[config.mk]
export PLATFORM = sky130hd
export DESIGN_NAME = line_encoder_4_2
export DESIGN_NICKNAME = d
export VERILOG_FILES = /design/src/rtl/line_enc_pkg.sv /design/src/rtl/prio_pick_4.sv /design/src/rtl/line_encoder_4_2.sv
export SDC_FILE = /design/constraint.sdc
export NUM_CORES = 1
export LEC_CHECK = 0
export ABC_AREA = 1
export ABC_CLOCK_PERIOD_IN_PS = 1300
export CORE_AREA = 2 2 39 41
export CTS_CLUSTER_DIAMETER = 60
export CTS_CLUSTER_SIZE = 12
export DETAILED_ROUTE_END_ITERATION = 16
export DIE_AREA = 0 0 41 43
export GPL_TIMING_DRIVEN = 1
export PLACE_DENSITY = 0.75
export SYNTH_ARGS = -nofsm -noshare
export SYNTH_HDL_FRONTEND = slang
export SYNTH_SLANG_ARGS = --single-unit
[constraint.sdc]
create_clock -name CLK -period 1.3 [get_ports CLK]
set_clock_uncertainty 0.15 [all_clocks]
set_input_delay 0.26 -clock CLK [delete_from_list [all_inputs] [get_ports CLK]]
set_output_delay 0.26 -clock CLK [all_outputs]
set_load 0.1 [all_outputs]
[src/rtl/line_enc_pkg.sv]
// Shared types and constants for the sequential 4-to-2 line encoder.
// Codes match the 2-to-4 decoder's {A1,A2} input so a decoded code reasserts its line.
package line_enc_pkg;

  localparam logic [1:0] CODE_D0 = 2'd0;
  localparam logic [1:0] CODE_D1 = 2'd1;
  localparam logic [1:0] CODE_D2 = 2'd2;
  localparam logic [1:0] CODE_D3 = 2'd3;

  typedef logic [3:0] req_vec_t;

  // PRIO_HIGH encoding: which end of the request vector wins.
  localparam bit PRIO_D3_FIRST = 1'b1;
  localparam bit PRIO_D0_FIRST = 1'b0;

  function automatic req_vec_t code_mask(input logic [1:0] code);
    return req_vec_t'(4'b0001 << code);
  endfunction

endpackage

[src/rtl/prio_pick_4.sv]
// Combinational fixed-priority picker over a 4-bit request vector.
// prio_high=1 selects the highest set index, 0 selects the lowest.
module prio_pick_4
  import line_enc_pkg::*;
(
  input  req_vec_t   vec,
  input  logic       prio_high,
  output logic [1:0] idx,
  output logic       nonzero
);

  // NOTE: idx gets a default before the loops so no path leaves it unassigned (no latch).
  always_comb begin
    idx     = CODE_D0;
    nonzero = |vec;
    if (prio_high) begin
      for (int i = 0; i < 4; i++) begin
        if (vec[i]) idx = 2'(i);
      end
    end else begin
      for (int i = 3; i >= 0; i--) begin
        if (vec[i]) idx = 2'(i);
      end
    end
  end

endmodule

[src/rtl/line_encoder_4_2.sv]
// Sequential 4-to-2 encoder: sticky request capture, one code per VALID/READY
// transfer, duplicate-merge detection. All outputs registered except BUSY.
module line_encoder_4_2
  import line_enc_pkg::*;
#(
  parameter bit PRIO_HIGH = PRIO_D3_FIRST
) (
  input  logic       CLK,
  input  logic       RST_N,
  input  logic       EN,
  input  logic       D0,
  input  logic       D1,
  input  logic       D2,
  input  logic       D3,
  input  logic       READY,
  output logic       VALID,
  output logic       A1,
  output logic       A2,
  output logic [3:0] PEND,
  output logic       DUP,
  output logic       BUSY
);

  req_vec_t   new_req;
  req_vec_t   held_mask;
  req_vec_t   cand;
  logic       slot_free;
  logic       pick_nz;
  logic [1:0] pick_idx;

  always_comb begin
    new_req   = {D3, D2, D1, D0} & {4{EN}};
    slot_free = !VALID || READY;
    // A stalled code absorbs repeat requests for its own line.
    held_mask = (VALID && !READY) ? code_mask({A1, A2}) : '0;
    cand      = PEND | new_req;
  end

  prio_pick_4 u_pick (
    .vec       (cand),
    .prio_high (PRIO_HIGH),
    .idx       (pick_idx),
    .nonzero   (pick_nz)
  );

  // NOTE: state uses non-blocking assignments so every flop samples pre-edge values.
  always_ff @(posedge CLK) begin
    if (!RST_N) begin
      PEND  <= '0;
      VALID <= 1'b0;
      A1    <= 1'b0;
      A2    <= 1'b0;
      DUP   <= 1'b0;
    end else begin
      DUP <= |(new_req & (PEND | held_mask));
      if (slot_free) begin
        if (pick_nz) begin
          VALID    <= 1'b1;
          {A1, A2} <= pick_idx;
          PEND     <= cand & ~code_mask(pick_idx);
        end else begin
          VALID <= 1'b0;
        end
      end else begin
        PEND <= cand & ~held_mask;
      end
    end
  end

  assign BUSY = VALID || (|PEND);

endmodule

After elaboration in Yosys (flattened, before gate mapping)
Cells that the tools add are included.
- flip-flop bits (word level): 8
- bits of input ports: 8
- output and inout port bits: 9
- logic and storage cells: 32
- equal/unequal tests: 1
- shift operators: 2
- multiplexer cells: 7
- bitwise logic cells: 8
- reductions and logical operators: 9
- operator list (cell ; count):
    4-bit AND ; 4
    4-bit 2-to-1 mux ; 3
    4-bit OR reduction ; 3
    4-bit inverter ; 2
    4-bit bitwise OR ; 2
    1-bit by 2-bit left shift with 4-bit output (first input constant) ; 2
    2-bit 2-to-1 mux ; 2
    1-bit zero test ; 2
    1-bit logical OR ; 2
    1-bit 2-to-1 mux ; 2
    2-bit by 1-bit inequality test with 1-bit output (second input constant) ; 1
    2-bit AND reduction ; 1
    1-bit logical AND ; 1

Depth between registers and ports, before layout
- depth in word-level cells: 10
- mapped depth: 9

By module
Synthesis repeated with hierarchy kept, for this count alone.
- cell total of the unflattened synthesis: 96
- area total of the unflattened synthesis: 539.3 µm²
- modules (own cells, without submodules) (module ; times used ; cells an instance ; area each (µm²)):
    line_encoder_4_2 ; 1 ; 80 ; 476.7
    prio_pick_4 ; 1 ; 16 ; 62.6

Worst setup path after synthesis
OpenSTA, ideal clock, no wires.
- kind: register to output
- from: register VALID
- to: output BUSY
- arrival time: 1869 ps
- required time: 890 ps
- path slack: -979 ps
- stages on the path, launching flop included: 3
- buffers on the path: 0
- cell sequence: dfxtp_1 nor3_1 nand3_1
- cells in the longest elaborated chain, start to end: 1
- RTL lines (what ; line ; source):
    from (decl) ; line_encoder_4_2.sv:16 ; output logic VALID,
    from (signal assigned) ; line_encoder_4_2.sv:50 ; VALID <= 1'b0;
    from (signal assigned) ; line_encoder_4_2.sv:58 ; VALID <= 1'b1;
    from (signal assigned) ; line_encoder_4_2.sv:62 ; VALID <= 1'b0;
    1-bit logical OR ; line_encoder_4_2.sv:70 ; assign BUSY = VALID || (|PEND);
    to (decl) ; line_encoder_4_2.sv:21 ; output logic BUSY
Every way passes these cells.

Worst setup path after layout
- from: register PEND[2]
- to: output BUSY
- cells in the longest elaborated chain, start to end: 2
- RTL lines (what ; line ; source):
    from (decl) ; line_encoder_4_2.sv:19 ; output logic [3:0] PEND,
    from (signal assigned) ; line_encoder_4_2.sv:60 ; PEND <= cand & ~code_mask(pick_idx);
    from (signal assigned) ; line_encoder_4_2.sv:65 ; PEND <= cand & ~held_mask;
    4-bit OR reduction ; line_encoder_4_2.sv:70 ;
    1-bit logical OR ; line_encoder_4_2.sv:70 ;
Every way passes these cells.

==> results <==
[critical path: stages (launching register included)]
cell and delay, ps:
dfxtp_4 350, nor3_4 220, nand3_4 90, buf_12 170
[power groups by stage]
stage	Clock, mW	Combinational (mW)	Sequential [mW]
floorplan	0	0.147	0.416
global placement	0	0.426	0.299
detailed placement	0	0.434	0.300
CTS	0.222	0.489	0.292
global route	0.264	0.538	0.296
finish	0.235	0.517	0.293
[layout make-up]
class,instances,area [µm²]
Clock buffer,4,26.3
Fill cell,95,375
Sequential cell,8,188
Inverter,15,66.3
Timing Repair Buffer,30,372
Tap cell,16,20.0
Multi-Input combinational cell,51,337
[flip-flops by register name (all words and copies together) (netlist names)]
name,count
A2,1
VALID,1
PEND,4
A1,1
DUP,1
[cell families after synthesis]
family,after synthesis
AND/OR/NAND/NOR,45
buffers and inverters,15
flip-flops,8
AO/OA/AOI/OAI,6
[how the worst max path moves through the flow]
stage,to,slack [ps],cells past startpoint
floorplan,BUSY,-90,2
global placement,A2$_SDFFE_PN0P_,-300,9
detailed placement,PEND[0]$_SDFFE_PN0P_,-350,9
CTS,BUSY,-230,3
global route,BUSY,-290,3
finish,BUSY,-240,3
[per-stage QoR]
step	power [mW]	hold WS [ps]	instance area, µm²
after global placement	0.725	349	837
final	1.05	338	1010
after floorplan	0.563	233	522
after CTS	1.00	370	967
after global routing	1.10	353	1010
after detailed placement	0.734	357	837
[placed cells by master, fill, tap and decap left out]
cell	synthesis	routed
nand2_2	5	13
buf_4	0	12
nand2_1	20	10
buf_12	0	10
dfxtp_4	0	7
nor2_1	10	7
inv_1	11	7
inv_4	0	4
inv_2	4	4
clkdlybuf4s50_1	0	4
nand2_4	1	3
nor2_4	0	3
nor2_2	3	3
clkbuf_4	0	3
nand3_1	3	2
o21ai_1	0	2
o21bai_1	2	2
dlygate4sd2_1	0	2
dfxtp_2	0	1
nor3_4	0	1
nand3_4	0	1
nand4_1	1	1
o21ai_2	0	1
a21oi_2	1	1
nor4_2	1	1
clkbuf_1	0	1
dlymetal6s2s_1	0	1
buf_6	0	1
[layer usage]
| layer | part of all wire [%] | vias to the layer above | GRT usage (%) |
|---|---|---|---|
| met3 | 6.9 | 7 | 9.42 |
| met2 | 55 | 36 | 41.6 |
| met4 | 2.9 | 0 | 13.3 |
| met1 | 35 | 308 | 23.1 |
| met5 | 0 | - | 0 |
| li1 | - | 288 | - |
[what timing repair did]
item	4_1_cts	5_1_grt
resized for setup	16	17
setup buffers	7	3
pin swaps	15	13
setup endpoints to repair	7	8
==> results.ini <==
[finish]
syn_to_final_growth_pct = 116
drive_gt1_share_pct = 63.9
nets = 117
final_core_util_pct = 72.9
final_cells = 124
antenna_cells = 0

[sta]
tns_ps = -481
min_period_ps = 1540
worst_slack_ps = -237
max_freq_ghz = 0.650
hold_viol = 0
worst_slew_margin_rel_pct = 85.8
period_share_pct = 118
setup_viol = 6
finalMaxSlewViolations = 0
tightest_slew_ps = 211
rsz0062_at_grt = true

[grt]
antenna_found_initial = 0
grt_max_degree = 7
grt_pass1_wl_um = 2770
globalRouteOverflowTotal = 0
grt_usage_pct = 24.4
grt_pass1_vias = 641

[synthesis]
synthTopCellsByArea = dfxtp_1 (34%), nand2_1 (16%), inv_1 (8.8%)
synth_top_family_by_area = simple AND/OR/NAND/NOR gates
yosys.area.top_type = dfxtp_1
post-synth-top-count-cell = nand2_1
synthSimpleGateAreaFrac_pct = 45.5
yosysUniqueCellTypes = 15
syn_avg_cell_area_um2 = 6.32
ys.warnings.count = 0
synth_ff_type = dfxtp_1
synth-seq-area-share_pct = 34.2
syn_inst = 74
yosys_register_bits = 8
synth_commonest_cells = nand2_1 (20), inv_1 (11), nor2_1 (10), dfxtp_1 (8), nand2_2 (5)
synthXorXnorAreaFrac_pct = 0
synth.net_count = 82
async_flop_share_pct = 0
synth.top_cell.area_share_pct = 34.2
synth_area_um2 = 468
synth_edf_count = 0
synth_fa_ha_area_share_pct = 0
synth_compound_area_share_pct = 8.29
synth.area.mux_share_pct = 0

[place]
place_ws_ps = -351
dpl.cell_count = 112
place_congestion = 0.830
port_buffers = 16
dp_hpwl_um = 1100

[drt]
route.detailed.drc = 0
drtAntennaViolNets = 0
detail_route.wl_per_cell_um = 15.6
wirelength_um = 1930
dr.pass1.iters = 4
dr.first_iter.drc_count = 16
viasPerCell = 5.15
vias = 639

[floorplanning]
chipHeight_um = 43
start_util_pct = 33.8
fp.dieW_um = 41
die-area_um2 = 1760
core_um2 = 1380
ios = 17
fp-row-count = 14

[min_path]
holdPathStages = 6
hold_start = READY
hold_path_class = in -> reg
min_to = VALID$_SDFFE_PN0N_

[status]
status = finished, violations left
violations = negative setup slack

[clocking]
h-tree-depth = 1
ctsHoldBuffers = 0
clk_path_buf_depth = 2
cts_tree = done
cts_sinks = 8
clockRootBuffer = clkbuf_4
numCtsBuffers = 3
clk_pin_slew_ps = 70
clock_latency_ps = 280

[critical_path]
reg2reg_depth = 9
required_ps = 890
r2r_setup_slack_ps = -30
critPathMaxFanout = 2
worstPathArrival_ps = 1130
rr_endpoint = A2$_SDFFE_PN0P_
crit_path_end_kind = primary output
critPathLaunch = PEND[2]$_SDFFE_PN0P_
critPathLaunchType = flip-flop
reg2reg_from = PEND[2]$_SDFFE_PN0P_
setup.worst_path.class = reg -> out

[pwr]
p_switching_mw = 0.463
pwr-share-clk_pct = 22.5
power_density_nw_per_um2 = 1040
switching_share_pct = 44.3
ir_drop_v = 0.000677
power.internal_mw = 0.582
pwr-share-comb_pct = 49.5
seqPwrFrac_pct = 28.1
p_leak_nw = 0.500

[run]
maxCapViolCount = 0

No activity file was read; power rests on OpenSTA's default activity.
